[config.mk]
export PLATFORM = sky130hd
export DESIGN_NAME = score_display
export DESIGN_NICKNAME = d
export VERILOG_FILES = /design/src/rtl/score_display.sv
export SDC_FILE = /design/constraint.sdc
export NUM_CORES = 1
export LEC_CHECK = 0
export CORE_UTILIZATION = 30
export CTS_CLUSTER_SIZE = 8
export DETAILED_ROUTE_END_ITERATION = 6
export PLACE_DENSITY_LB_ADDON = 0.25
export SLEW_MARGIN = 20
export SYNTH_ARGS = -nofsm -noshare
export SYNTH_HDL_FRONTEND = slang
export SYNTH_SLANG_ARGS = --single-unit
[constraint.sdc]
create_clock -name clock_div -period 3.17 [get_ports clock_div]
set_input_delay 0.634 -clock clock_div [delete_from_list [all_inputs] [get_ports clock_div]]
set_output_delay 0.634 -clock clock_div [all_outputs]
set_load 0.05 [all_outputs]
[src/rtl/score_display.sv]
// -----------------------------------------------------------------------------
// score_display
//
// Takes the 32-bit running score from the score engine, converts it to BCD
// with a sequential double-dabble engine, and scans the result onto a
// time-multiplexed, active-low seven-segment display with leading-zero
// blanking. Lives in the clock_div domain next to the score engine.
//
// Optional feature (macro SCORE_DISPLAY_HIGH_SCORE_EN):
//   Keeps a high-score register that is updated on each isdead rising edge,
//   and lets show_high route that register into the converter instead of
//   the live score (also while isdead is high, for the death screen).
//
// Parameters:
//   DIGITS        number of displayed decimal digits (1..8); the converted
//                 value saturates at 10^DIGITS-1
//   REFRESH_BITS  width of the free-running refresh counter; the scanned
//                 digit advances each time it wraps
//
// Ports:
//   clock_div   in   1         clock
//   reset_n     in   1         asynchronous active-low reset
//   score       in   32        binary score
//   isdead      in   1         player dead; no new conversions start while high
//   show_high   in   1         (optional) convert high_score instead of score
//   high_score  out  32        (optional) highest score seen at a death
//   seg         out  7         segments, active-low, seg[0]=a .. seg[6]=g
//   an          out  DIGITS    digit enables, active-low one-hot, an[0]=units
//   dp          out  1         decimal point, active-low, always off
//   bcd         out  4*DIGITS  BCD of the last completed conversion
//   bcd_valid   out  1         one-cycle pulse when bcd updates
//
// FSM states:
//   state   | meaning
//   S_IDLE  | waiting; start a conversion when allowed
//   S_LOAD  | sample (and saturate) the source, clear the BCD accumulator
//   S_SHIFT | 32 add-3/shift iterations of double-dabble
//   S_DONE  | publish the low DIGITS nibbles to bcd, pulse bcd_valid
// -----------------------------------------------------------------------------
module score_display #(
  parameter int DIGITS       = 8,
  parameter int REFRESH_BITS = 16
) (
  input  logic                clock_div,
  input  logic                reset_n,
  input  logic [31:0]         score,
  input  logic                isdead,
`ifdef SCORE_DISPLAY_HIGH_SCORE_EN
  input  logic                show_high,
  output logic [31:0]         high_score,
`endif
  output logic [6:0]          seg,
  output logic [DIGITS-1:0]   an,
  output logic                dp,
  output logic [4*DIGITS-1:0] bcd,
  output logic                bcd_valid
);

  localparam int IDX_W = (DIGITS > 1) ? $clog2(DIGITS) : 1;

  function automatic logic [31:0] f_max_score(input int n);
    logic [31:0] v;
    v = 32'd1;
    for (int k = 0; k < n; k++) begin
      v = v * 32'd10;
    end
    return v - 32'd1;
  endfunction

  localparam logic [31:0] MAX_SCORE = f_max_score(DIGITS);

  // Segment patterns, active-low, bit order g..a.
  function automatic logic [6:0] f_seg(input logic [3:0] nib);
    logic [6:0] s;
    case (nib)
      4'd0:    s = 7'h40;
      4'd1:    s = 7'h79;
      4'd2:    s = 7'h24;
      4'd3:    s = 7'h30;
      4'd4:    s = 7'h19;
      4'd5:    s = 7'h12;
      4'd6:    s = 7'h02;
      4'd7:    s = 7'h78;
      4'd8:    s = 7'h00;
      4'd9:    s = 7'h10;
      default: s = 7'h7F;
    endcase
    return s;
  endfunction

  typedef enum logic [1:0] {
    S_IDLE  = 2'd0,
    S_LOAD  = 2'd1,
    S_SHIFT = 2'd2,
    S_DONE  = 2'd3
  } state_t;

  state_t                    r_state;
  state_t                    w_state_nxt;
  logic [31:0]               r_bin;
  logic [39:0]               r_acc;
  logic [39:0]               w_acc_adj;
  logic [4:0]                r_bitcnt;
  logic [4*DIGITS-1:0]       r_bcd;
  logic                      r_bcd_valid;
  logic                      w_start;
  logic [31:0]               w_sample;
  logic [31:0]               w_sample_sat;
  logic                      w_unused_acc_msb;

  logic [REFRESH_BITS-1:0]   r_refresh_cnt;
  logic                      w_wrap;
  logic [IDX_W-1:0]          r_digit_idx;
  logic [3:0]                w_nibble;
  logic                      w_blank;
  logic [6:0]                r_seg;
  logic [DIGITS-1:0]         r_an;

`ifdef SCORE_DISPLAY_HIGH_SCORE_EN
  logic [31:0]               r_high_score;
  logic                      r_isdead_d;

  // The high-score view may be converted on the death screen, so show_high
  // overrides the isdead hold.
  assign w_start  = ~isdead | show_high;
  assign w_sample = show_high ? r_high_score : score;

  always_ff @(posedge clock_div or negedge reset_n) begin
    if (!reset_n) begin
      r_isdead_d   <= 1'b0;
      r_high_score <= 32'd0;
    end else begin
      r_isdead_d <= isdead;
      if (isdead && !r_isdead_d && (score > r_high_score)) begin
        r_high_score <= score;
      end
    end
  end

  assign high_score = r_high_score;
`else
  assign w_start  = ~isdead;
  assign w_sample = score;
`endif

  assign w_sample_sat = (w_sample > MAX_SCORE) ? MAX_SCORE : w_sample;

  // ---------------------------------------------------------------------------
  // Conversion FSM
  // ---------------------------------------------------------------------------
  always_ff @(posedge clock_div or negedge reset_n) begin
    if (!reset_n) begin
      r_state <= S_IDLE;
    end else begin
      r_state <= w_state_nxt;
    end
  end

  always_comb begin
    w_state_nxt = r_state;
    case (r_state)
      S_IDLE:  if (w_start) w_state_nxt = S_LOAD;
      S_LOAD:  w_state_nxt = S_SHIFT;
      S_SHIFT: if (r_bitcnt == 5'd31) w_state_nxt = S_DONE;
      S_DONE:  w_state_nxt = S_IDLE;
      default: w_state_nxt = S_IDLE;
    endcase
  end

  // Add-3 correction on every nibble (4-bit adds, no inter-nibble carry).
  always_comb begin
    w_acc_adj = r_acc;
    for (int n = 0; n < 10; n++) begin
      if (r_acc[4*n +: 4] >= 4'd5) begin
        w_acc_adj[4*n +: 4] = r_acc[4*n +: 4] + 4'd3;
      end
    end
  end

  // The accumulator MSB is shifted out; with saturated inputs it stays zero.
  assign w_unused_acc_msb = w_acc_adj[39];

  always_ff @(posedge clock_div or negedge reset_n) begin
    if (!reset_n) begin
      r_bin       <= 32'd0;
      r_acc       <= 40'd0;
      r_bitcnt    <= 5'd0;
      r_bcd       <= '0;
      r_bcd_valid <= 1'b0;
    end else begin
      r_bcd_valid <= 1'b0;
      case (r_state)
        S_LOAD: begin
          r_bin    <= w_sample_sat;
          r_acc    <= 40'd0;
          r_bitcnt <= 5'd0;
        end
        S_SHIFT: begin
          r_acc    <= {w_acc_adj[38:0], r_bin[31]};
          r_bin    <= {r_bin[30:0], 1'b0};
          r_bitcnt <= r_bitcnt + 5'd1;
        end
        S_DONE: begin
          r_bcd       <= r_acc[4*DIGITS-1:0];
          r_bcd_valid <= 1'b1;
        end
        default: ;
      endcase
    end
  end

  // ---------------------------------------------------------------------------
  // Display refresh
  // ---------------------------------------------------------------------------
  assign w_wrap = (r_refresh_cnt == {REFRESH_BITS{1'b1}});

  // Pick the nibble for the current digit and decide blanking: a digit above
  // the units is blank when it and every digit above it are zero.
  always_comb begin
    logic l_nz;
    w_nibble = 4'd0;
    w_blank  = 1'b0;
    l_nz     = 1'b0;
    for (int i = DIGITS - 1; i >= 0; i--) begin
      l_nz = l_nz | (|r_bcd[4*i +: 4]);
      if (r_digit_idx == IDX_W'(i)) begin
        w_nibble = r_bcd[4*i +: 4];
        w_blank  = (i != 0) && !l_nz;
      end
    end
  end

  // Outputs are loaded on the wrap for the digit index current at that wrap,
  // so the first refresh after reset presents digit 0.
  always_ff @(posedge clock_div or negedge reset_n) begin
    if (!reset_n) begin
      r_refresh_cnt <= '0;
      r_digit_idx   <= '0;
      r_seg         <= 7'h7F;
      r_an          <= '1;
    end else begin
      r_refresh_cnt <= r_refresh_cnt + REFRESH_BITS'(1);
      if (w_wrap) begin
        r_an  <= ~(DIGITS'(1) << r_digit_idx);
        r_seg <= w_blank ? 7'h7F : f_seg(w_nibble);
        if (r_digit_idx == IDX_W'(DIGITS - 1)) begin
          r_digit_idx <= '0;
        end else begin
          r_digit_idx <= r_digit_idx + IDX_W'(1);
        end
      end
    end
  end

  assign seg       = r_seg;
  assign an        = r_an;
  assign dp        = 1'b1;
  assign bcd       = r_bcd;
  assign bcd_valid = r_bcd_valid;

endmodule
==> metrics, run 1 <==
Core Area 22850 µm²; CP Launch Type flip-flop; # diodes 0; Avg Inst Size Synth 9.671 µm²; CP Data Arrival Time 3.08 ns; Int Pwr about 0.0040 W; PostCTS Resize Cnt 0; vias in the first global route around 5.3k; die area around 24000 µm²; DRT Wirelength 17.08 mm; fraction of power spent switching nets 0.3736; Area contributors post-synth dfrtp_1 (44%), dfstp_2 (5.6%), ha_1 (5.3%); status complete, no violations; largest net degree at the start of global routing 62; part of the power in registers 0.348; Std-Cell Rows 55; Layout area overhead 25.12%; peak supply drop 0.6126 mV; design area between 8000 and 9000 µm²; Worst Path Required 3.51 ns; Final TNS setup 0 ns; area leader, netlist dfrtp_1; net switching power figure 0.002400 W; routability cong. 0.8856; Synth Net Count slightly below 800; Post-CTS Setup Inserts 0; P_leak roughly 3.7 nW; CTS sink cnt 138; Fin. Hold Viols 0; Critical Path End Type flip-flop; Final Instance Count excl. Fillers roughly 1.1k; final period utilization 0.8630; max_slew headroom 0.3809; cts bufs inserted 17; Post-DP Area 8244 µm²; TritonRoute pass-1 iters 6; EDFF count, synth 0; DR WL/cell ~15 µm; PwrDens 726.5 nW/µm²; commonest non-fill, non-tap cell in the layout dfrtp_1; Final HPWL DP 11.77 mm; Post-synth ARST share 1.000; initial antenna violation count 0; flops & latches, synth 138; clock latency on the worst-skew pair ~0.41 ns; Synth Flop Type dfrtp_1; total grt overflow 0; DRC violations left 0; Clock transition at path regs 0.06 ns; Hold Path Class primary input to async pin; Die W around 160 µm; clk_skew 0.007756 ns; Combinational Power Share 0.336; Setup Crit Path Kind flip-flop to flip-flop; Synth Cell Area ~7100 µm²; Clock Path Buffers 2; Detail Route Antenna Nets 0; IO Pins between 80 and 90; GRT Resource Usage Total 0.1491; Hold Slack 0.1557 ns; final-report setup violation count 0; most frequent cells in the layout dfrtp_1 (123), clkdlybuf4s50_1 (81), inv_1 (72), nor2_1 (48), o21ai_0 (47); fmax ~0.37 GHz; sequential fraction of the synthesis area 0.4912; CTS tree built; share of layout cells above drive strength 1 0.1256; Post-CTS Hold Buffers 0; initial DRC count 343; Crit Path Max Fanout 13; Die H 155.5 µm; DR vias/cell 4.966; Clk pwr share 0.316; first-pass GRT wire length 28.38 mm; CTS H-tree depth 4; Final #Nets 872; distinct cell type count after synthesis 62; Synth Instances between 700 and 800; post-synth top area share 0.4354; Slew Viols, Final 0; PortBufs 82; Worst Tran Pin Value 0.9264 ns; Tmin final roughly 2.7 ns; setup repair after global routing missed its margin false; via count between 5k and 6k; Starting Density 0.3094; Max Cap Viol 0; Placed Cells incl. Taps roughly 1.1k; root buf cell clkbuf_16; Synthesis Warnings 0
==> synth_stat cells, drive strengths merged, types with 5 or more instances <==
library cell	instances
a21oi	43
a31oi	22
buf	14
clkbuf	27
dfrtp	123
dfstp	15
ha	30
inv	73
mux2	33
nand2	38
nand2b	11
nand3	25
nand4	6
nor2	48
nor3	34
nor4	10
o21ai	48
o22ai	42
o32ai	8
xnor2	24
xor2	5
==> layer usage <==
metal	global-route usage	wire [µm]	vias up
met5	0	0	-
met2	0.2259	7642	122
met1	0.2099	8521	2734
li1	-	-	2754
met4	0.04482	248	0
met3	0.03510	668	16
==> critical path: stages (launching register included) <==
cell and delay [ns]:
dfrtp_1 0.41, inv_1 0.10, ha_1 0.49, nand2_1 0.10
o311a_1 0.33, nor3b_1 0.14, a311o_1 0.39, or2_1 0.32
o22a_1 0.22, o22a_1 0.15
==> registers in the layout, summed over array words and instances (netlist names) <==
name,flops
an,8
bcd,32
bcd_valid,1
r_acc,32
r_bin,32
r_bitcnt,5
r_digit_idx,3
r_refresh_cnt,16
r_state,2
seg,7
==> worst paths after layout <==
check | slack (ns) | depth (start not counted) | end | from
worst min-delay path | 0.16 | 1 | r_bin[9]$_DFFE_PN0P_ | reset_n
max in group asynchronous | 2.19 | 2 | an[3]$_DFFE_PN1N_ | reset_n
min in group clock_div | 0.47 | 1 | r_refresh_cnt[0]$_DFF_PN0_ | r_refresh_cnt[0]$_DFF_PN0_
worst max-delay path | 0.43 | 9 | seg[5]$_DFFE_PN1N_ | r_digit_idx[0]$_DFFE_PN0N_
worst min register to register | 0.47 | 1 | r_refresh_cnt[0]$_DFF_PN0_ | r_refresh_cnt[0]$_DFF_PN0_
worst max register to register | 0.43 | 9 | seg[5]$_DFFE_PN1N_ | r_digit_idx[0]$_DFFE_PN0N_
==> cells by family (layout without fill, tap and decap cells) <==
logic type / after synthesis / count (layout) / share of synthesized area
buffers and inverters: 114 / 203 / 0.06478
AOI/OAI and AO/OA: 193 / 193 / 0.1685
other: 1 / 1 / 0.0005305
adders and majority gates: 30 / 30 / 0.05310
DFF: 138 / 138 / 0.4912
and+or+nand+nor: 193 / 193 / 0.1335
muxes: 33 / 33 / 0.05257
xor gates and xnor gates: 29 / 29 / 0.03593
==> final cells by class <==
type	instances	area [µm²]
clock buffer	18	429.2
clock inverter	14	171.4
inverter	73	274.0
multi-input combinational	479	3152
fill	2323	14000
tap	313	391.6
timing repair buffer	98	954.7
sequential	138	3472
==> power groups by stage <==
| stage | clock network [W] | registers (W) | logic (W) |
|---|---|---|---|
| after floorplan | 0 | 0.00243 | 0.00137 |
| after global placement | 0 | 0.00227 | 0.00215 |
| after detailed placement | 0 | 0.00227 | 0.00217 |
| after CTS | 0.00208 | 0.00224 | 0.00217 |
| after global routing | 0.00216 | 0.00227 | 0.00239 |
| final | 0.00203 | 0.00224 | 0.00216 |
==> metrics by stage <==
stage                     total power (W)  utilization  setup WS, ns
final                            0.006426       0.3871        0.4342
after global routing             0.006824       0.3871        0.2485
after CTS                        0.006498       0.3871        0.4593
after detailed placement         0.004436       0.3608        0.4629
after global placement           0.004413       0.3608        0.4828
after floorplan                  0.003803            -        0.5639
Power figures use the tool's default switching activity.
==> run 2: changes to the inputs <==
==> constraint.sdc (replaced) <==
create_clock -name clock_div -period 3.17 [get_ports clock_div]
set_input_delay 0.317 -clock clock_div [delete_from_list [all_inputs] [get_ports clock_div]]
set_output_delay 0.317 -clock clock_div [all_outputs]
set_load 0.05 [all_outputs]
==> run 2 against run 1 <==
Compared with the run above:
- critical path depth unchanged
- routed wire length up 0.32%
- via count down 0.11%
- die area unchanged
- critical endpoint unchanged
- largest power group unchanged
- highest routed layer unchanged
==> metrics, run 2 (synthesis gave the netlist of run 1 again) <==
root buf cell clkbuf_16; Hold Slack ~0.47 ns; pre-CTS setup slack 0.4520 ns; DR WL/cell 15.14 µm; CP Data Arrival Time ~3.1 ns; PwrDens 718.9 nW/µm²; P_leak 3.685 nW; commonest non-fill, non-tap cell in the layout dfrtp_1; CTS sink cnt 138; DRC violations left 0; Hold Path Class primary input to async pin; Std-Cell Rows 55; Final HPWL DP around 12 mm; via count 5620; Final WS setup 0.3772 ns; Crit Path Max Fanout 16; Setup Crit Path Kind flip-flop to flip-flop; max_slew headroom 0.5455; die area 24180 µm²; Critical Path End Type flip-flop; largest net degree at the start of global routing 75; most frequent cells in the layout dfrtp_1 (123), clkdlybuf4s50_1 (81), inv_1 (72), nor2_1 (48), o21ai_0 (47); GRT Resource Usage Total 0.1522; Worst Tran Pin Value 0.6818 ns; fraction of power spent switching nets 0.3702; Max Cap Viol 0; first-pass GRT wire length between 20 and 30 mm; vias in the first global route 5588; final-report setup violation count 0; cts bufs inserted 17; setup repair after global routing missed its margin false; Final #Nets 871; DRT Wirelength 17.14 mm; Clock transition at path regs 0.06 ns; PortBufs 82; status complete, no violations; RR Startpoint r_digit_idx[0]$_DFFE_PN0N_; Layout area overhead 24.73%; Clock Path Buffers 2; clock latency on the worst-skew pair between 0.4 and 0.5 ns; Post-CTS Setup Inserts 0; flop2flop setup slack 0.38 ns; CTS tree built; Core Area 22850 µm²; routability cong. ~0.89; Die H 155.5 µm; Slew Viols, Final 0; Clk pwr share 0.306; DR vias/cell 4.965; Tmin final around 2.8 ns; part of the power in registers 0.354; CP Launch Type flip-flop; reg2reg end seg[5]$_DFFE_PN1N_; share of layout cells above drive strength 1 0.1221; Starting Density 0.3094; # diodes 0; peak supply drop ~0.85 mV; TritonRoute pass-1 iters 5; Detail Route Antenna Nets 0; Die W 155.5 µm; worst reg2reg path depth 9; Worst Path Required 3.51 ns; Combinational Power Share 0.340; clk_skew between 0.008 and 0.009 ns; CTS H-tree depth 4; final period utilization 0.8810; Fin. Hold Viols 0; Final TNS setup 0 ns; initial antenna violation count 0; initial DRC count about 340; total grt overflow 0; fmax 0.3581 GHz; IO Pins 84; crit path capture seg[5]$_DFFE_PN1N_; Worst Setup SP r_digit_idx[0]$_DFFE_PN0N_; net switching power figure 0.002347 W; Int Pwr 0.003992 W
==> run 2: changes by cell type in the layout (fill, tap and decap cells not counted), sizes merged, moves of 2 or more <==
cell,previous run,this run
inv,75,73
clkinvlp,3,1
bufinv,3,1
clkbuf,18,25
buf,17,15
==> run 2: metal layers <==
| metal | part of all wire | track usage | vias up |
|---|---|---|---|
| met2 | 0.45 | 0.2321 | 129 |
| met1 | 0.49 | 0.2114 | 2724 |
| met4 | 0.014 | 0.05089 | 0 |
| li1 | - | - | 2747 |
| met3 | 0.047 | 0.03593 | 20 |
| met5 | 0 | 0 | - |
==> run 2: repair_timing <==
| item | CTS | global route |
|---|---|---|
| endpoints found under the setup margin | 0 | 0 |
| hold endpoints to repair | 50 | 0 |
| resized for setup | 0 | 0 |
| hold buffers | 1 | 0 |
==> run 2: worst max-delay path: stages, from the launching register on <==
cell	delay [ns]
dfrtp_1	0.41
inv_1	0.12
ha_1	0.54
nand2b_1	0.24
o311a_1	0.18
nor3b_1	0.14
a311o_1	0.40
or2_1	0.33
o22a_1	0.22
o22a_1	0.15
==> run 2: worst min-delay path by stage <==
stage                                from  cells past startpoint                         end  slack (ns)
3_5_place_dp                      reset_n                      1       r_bin[20]$_DFFE_PN0P_        0.37
5_1_grt        r_refresh_cnt[8]$_DFF_PN0_                      1  r_refresh_cnt[8]$_DFF_PN0_        0.48
6_report                          reset_n                      2       r_bin[19]$_DFFE_PN0P_        0.47
3_3_place_gp                      reset_n                      1       r_bin[19]$_DFFE_PN0P_        0.36
4_1_cts        r_refresh_cnt[8]$_DFF_PN0_                      1  r_refresh_cnt[8]$_DFF_PN0_        0.47
2_1_floorplan                     reset_n                      0          bcd[0]$_DFFE_PN0P_        0.02
==> run 2: stage by stage <==
stage | utilization | instances | total power, W | instance area, µm²
floorplan | - | 731 | 0.003803 | 7069
global placement | 0.3602 | 1099 | 0.004434 | 8229
detailed placement | 0.3602 | 1099 | 0.004447 | 8229
CTS | 0.3859 | 1132 | 0.006397 | 8817
global route | 0.3859 | 1132 | 0.006738 | 8817
finish | 0.3859 | 1132 | 0.006339 | 8817
==> run 2: power groups by stage <==
stage	combinational, W	sequential, W	clock (W)
finish	0.00216	0.00225	0.00194
global route	0.00239	0.00228	0.00207
CTS	0.00217	0.00225	0.00197
detailed placement	0.00217	0.00227	0
global placement	0.00216	0.00227	0
floorplan	0.00137	0.00243	0
==> run 2: cell type report <==
type | count | area, µm²
well taps | 313 | 391.6
fillers | 2320 | 14030
multi-input cells | 479 | 3152
clock buffers | 25 | 515.5
flip-flops and latches | 138 | 3472
repair buffers | 97 | 949.7
inverters | 73 | 274.0
clock inverters | 7 | 62.56
==> run 3: changes to the inputs <==
CORE_ASPECT_RATIO = 1.25   (was not set)
==> run 3 against run 2 <==
Compared with the run above:
- sequential share of layout area shrank 0.32 points
- setup slack gained 0.022 ns
- first-iteration DRC count shrank 25%
- die area is essentially flat
- combinational power is essentially flat
- total power grew 4.9%
- cell count shrank 2.1%
- clock-buffer cell count shrank 8
- clock power grew 15%
- via count shrank 0.50%
- global-route usage shrank 0.83 points
- largest power group unchanged
==> metrics, run 3 (synthesis gave the netlist of run 1 again) <==
status complete, no violations; vias in the first global route 5583; Final #Nets 872; peak supply drop 0.4503 mV; Max Cap Viol 0; crit path capture seg[5]$_DFFE_PN1N_; DR WL/cell 15.00 µm; CTS sink cnt 138; Layout area overhead 25.73%; CP Data Arrival Time 3.12 ns; IO Pins 84; design area 8889 µm²; PortBufs between 80 and 90; Starting Density 0.3068; clk_skew 0.01191 ns; CTS H-tree depth 4; GRT Resource Usage Total 0.1439; DR vias/cell between 5 and 6; TritonRoute pass-1 iters 5; die area 24190 µm²; Detail Route Antenna Nets 0; initial DRC count 257; root buf cell clkbuf_16; Die W 139.3 µm; Slew Viols, Final 0; Worst Path Required 3.52 ns; Die H around 170 µm; Fin. Hold Viols 0; Worst Setup SP r_digit_idx[0]$_DFFE_PN0N_; clock latency on the worst-skew pair between 0.4 and 0.5 ns; Crit Path Max Fanout 16; initial antenna violation count 0; Setup Crit Path Kind flip-flop to flip-flop; via count around 5.6k; Post-DP Area 8218 µm²; PwrDens ~750 nW/µm²; most frequent cells in the layout dfrtp_1 (123), clkdlybuf4s50_1 (81), inv_1 (72), nor2_1 (48), o21ai_0 (47); Std-Cell Rows 62; Tmin final 2.771 ns; Layout Utilization 0.3858; flop2flop setup slack 0.40 ns; reg2reg end seg[5]$_DFFE_PN1N_; total grt overflow 0; DRC violations left 0; Placed Cells incl. Taps 1075; routability cong. ~0.83; commonest non-fill, non-tap cell in the layout dfrtp_1; fillcell total ~2.3k; CTS tree built; Final Instance Count excl. Fillers 1108; P_leak 3.731 nW; Core Area 23040 µm²; Critical Path End Type flip-flop; Clock transition at path regs 0.06 ns; # diodes 0; Hold Slack between 0.4 and 0.5 ns; final-report setup violation count 0; max_slew headroom 0.4776; cts bufs inserted 17; fmax around 0.36 GHz; worst reg2reg path depth 9; share of layout cells above drive strength 1 0.1256; DRT Wirelength ~17 mm; Hold Path Class flip-flop to flip-flop; RR Startpoint r_digit_idx[0]$_DFFE_PN0N_; first-pass GRT wire length about 28 mm; Final TNS setup 0 ns; final period utilization 0.8740; CP Launch Type flip-flop; Clock Path Buffers 2; largest net degree at the start of global routing 68; Final HPWL DP roughly 12 mm; setup repair after global routing missed its margin false; Worst Tran Pin Value 0.7827 ns; Post-CTS Setup Inserts 0
run 3: how the worst min path moves through the flow:
stage                     cells past startpoint  slack, ns                        from                    endpoint
final                                         1       0.47  r_refresh_cnt[0]$_DFF_PN0_  r_refresh_cnt[0]$_DFF_PN0_
after global placement                        1       0.37                     reset_n         bcd[10]$_DFFE_PN0P_
after floorplan                               0       0.02                     reset_n          bcd[0]$_DFFE_PN0P_
after detailed placement                      1       0.37                     reset_n         bcd[25]$_DFFE_PN0P_
after CTS                                     1       0.48  r_refresh_cnt[0]$_DFF_PN0_  r_refresh_cnt[0]$_DFF_PN0_
after global routing                          1       0.51  r_refresh_cnt[8]$_DFF_PN0_  r_refresh_cnt[8]$_DFF_PN0_
run 3: routing by layer:
| metal | GRT usage | routed length (µm) | share of wire |
|---|---|---|---|
| met5 | 0 | 0 | 0 |
| met4 | 0.05231 | 280 | 0.017 |
| met3 | 0.02790 | 534 | 0.032 |
| met1 | 0.1829 | 7653 | 0.46 |
| met2 | 0.2418 | 8157 | 0.49 |
run 3: report_power, final:
group	internal (W)	switching [W]	leakage (nW)	total, W
Sequential	0.00205	0.000199	1.78	0.00225
Combinational	0.000766	0.00140	1.63	0.00217
Clock	0.00142	0.000815	0.326	0.00223
run 3: area by class of cell:
cell class                      instances  area [µm²]  area share
Sequential cell                       138        3472      0.3906
Multi-Input combinational cell        479        3152      0.3546
Timing Repair Buffer                   98       969.7      0.1091
Clock buffer                           17       425.4     0.04786
Tap cell                              288       360.3     0.04054
Inverter                               73       274.0     0.03083
Clock inverter                         15       235.2     0.02646
run 3: what timing repair did:
action | 4_1_cts | 5_1_grt
gates resized for setup | 0 | 0
hold endpoints to repair | 50 | 0
hold buffers | 1 | 0
run 3: metrics by stage:
| step | power (W) | worst slack, ns |
|---|---|---|
| floorplan | 0.003803 | 0.5639 |
| global placement | 0.004447 | 0.4712 |
| detailed placement | 0.004466 | 0.4490 |
| CTS | 0.006724 | 0.4402 |
| global route | 0.007018 | 0.2072 |
| finish | 0.006647 | 0.3995 |
run 3: worst max-delay path, cell delays in order (launching register included):
cell	delay, ns
dfrtp_1	0.41
inv_1	0.11
ha_1	0.53
nand2b_1	0.23
o311a_1	0.17
nor3b_1	0.15
a311o_1	0.40
or2_1	0.32
o22a_1	0.22
o22a_1	0.15
==> RTL change (settings of run 2) <==
Put one more register stage on the output `an`, without a reset. The value now appears one clock later. The other outputs are not delayed to match.
--- a/src/rtl/score_display.sv
+++ b/src/rtl/score_display.sv
@@ -254,5 +254,7 @@
 
   assign seg       = r_seg;
-  assign an        = r_an;
+  always_ff @(posedge clock_div) begin
+    an <= r_an;
+  end
   assign dp        = 1'b1;
   assign bcd       = r_bcd;
Check against the original RTL: no difference found for any inputs over 10 cycles, from zero or initial values and one cycle with reset_n low; that may be too few to reach the edited logic, so the function may still have changed.
==> RTL change against run 2 <==
Area after synthesis is 2.3% higher; sequential cell count grew 8; via count fell by 0.59%; design area up 2.2%; highest routed layer unchanged; sequential share of layout area is 0.92 points higher; wire length grew 0.47%; power is 3.3% higher; utilization decreased by 0.31 points; worst setup slack better by 0.012 ns; worst hold slack lost 0.063 ns.
==> RTL change: results (changes against run 2) <==
* Iteration-0 DRC Markers at 277 (was 344)
* Port Buffers at 82 (unchanged)
* Hold Crit Endpoint: an[3]
* # hold bufs at CTS at 1 (unchanged)
* Top cells by count, synth: dfrtp_1, inv_1, nor2_1, o21ai_0 (unchanged)
* Setup violations, final at 0 (unchanged)
* Count of cell types in the netlist at 63 (was 62)
* Root buffer cell: clkbuf_16 (unchanged)
* Hold Crit Depth at 0
* Number of global-route vias before repair at 5409 (was 5588)
* Worst vdd ir at 0.00106 V (was 0.000848 V)
* R2R Path End: seg[3] (was seg[5])
* Crit-path max FO at 20 (was 16)
* DR WL/cell at 15.0 µm (was 15.1 µm)
* LEAKAGE at 0.00375 µW (was 0.00369 µW)
* Max_slew headroom at 0.485 (was 0.545)
* Antenna cells at 0 (unchanged)
* Sequential-to-total area share from yosys stat at 0.502 (was 0.491)
* Synth Net Count at 804 (was 796)
* Global-route wire length before repair at 28500 µm (was 29100 µm)
* Largest net degree at the start of global routing at 82 (was 75)
* Layout cells sized above 1 at 0.121 (was 0.122)
* Clock skew at 0.0116 ns (was 0.00888 ns)
* Fill count at 2365 (was 2320)
* Worst Setup SP: r_digit_idx[1] (was r_digit_idx[0])
* Outcome: finished, final reports clean (unchanged)
* Min-Delay Path Class: reg -> reg (was in -> async)
* Worst R2R Path Depth at 10 (was 9)
* Synth top area cells: dfrtp_1, dfstp_2, ha_1, mux2_2, inv_1 (unchanged)
* Asr flop ratio synth at 0.945 (was 1.00)
* GPL Wtd Cong at 0.858 (was 0.893)
* Post-DP HPWL at 11800 µm (was 11900 µm)
* Layout Nets at 879 (was 871)
* Vias per inst at 4.88 (was 4.96)
* DRC violation count after routing at 0 (unchanged)
* Total track usage at 0.148 (was 0.152)
* CP arrival at 3.12 ns (was 3.14 ns)
* Pre-antenna DRT Iters at 7 (was 5)
[RTL change: critical path: stages (launching register included)]
cell and delay (ns):
dfrtp_1 0.40, inv_1 0.10, ha_1 0.58, or4b_1 0.50, o311a_1 0.14, o211ai_1 0.17, o21ai_1 0.17, ha_1 0.34
inv_1 0.04, a22oi_1 0.18, a21oi_1 0.10
[RTL change: through the flow]
stage | worst slack, ns | cell area (µm²) | std cells | hold slack (ns) | utilization
after global placement | 0.469 | 8410 | 1113 | 0.398 | 0.357
after detailed placement | 0.433 | 8410 | 1113 | 0.398 | 0.357
after CTS | 0.417 | 9010 | 1146 | 0.406 | 0.383
after floorplan | 0.564 | 7230 | 739 | 0.0214 | -
after global routing | 0.186 | 9010 | 1146 | 0.410 | 0.383
final | 0.389 | 9010 | 1146 | 0.404 | 0.383
[RTL change: cells by family after synthesis]
group | count (synthesis) | synth area share
xor gates and xnor gates | 29 | 0.0351
adders and majority gates | 30 | 0.0519
and+or+nand+nor | 193 | 0.130
buffers and inverters | 114 | 0.0633
AOI/OAI and AO/OA | 193 | 0.165
muxes | 33 | 0.0514
DFF | 146 | 0.502
other | 1 | 0.000519
[RTL change: cell type report]
type	instances	share of cell area
Inverter	73	0.0304
Multi-Input combinational cell	479	0.350
Clock inverter	12	0.0162
Tap cell	319	0.0443
Clock buffer	20	0.0496
Sequential cell	146	0.403
Timing Repair Buffer	97	0.107
[RTL change: routing by layer]
metal	vias up	GRT usage	wire (µm)
li1	2774	-	-
met1	2686	0.206	8480
met2	105	0.226	7870
met3	22	0.0319	588
met4	0	0.0499	278
met5	-	0	0
[RTL change: power breakdown]
part           switching, µW  internal [µW]  leakage (µW)
combinational           1410            767       0.00163
clock                    821           1200      0.000280
sequential               205           2150       0.00184
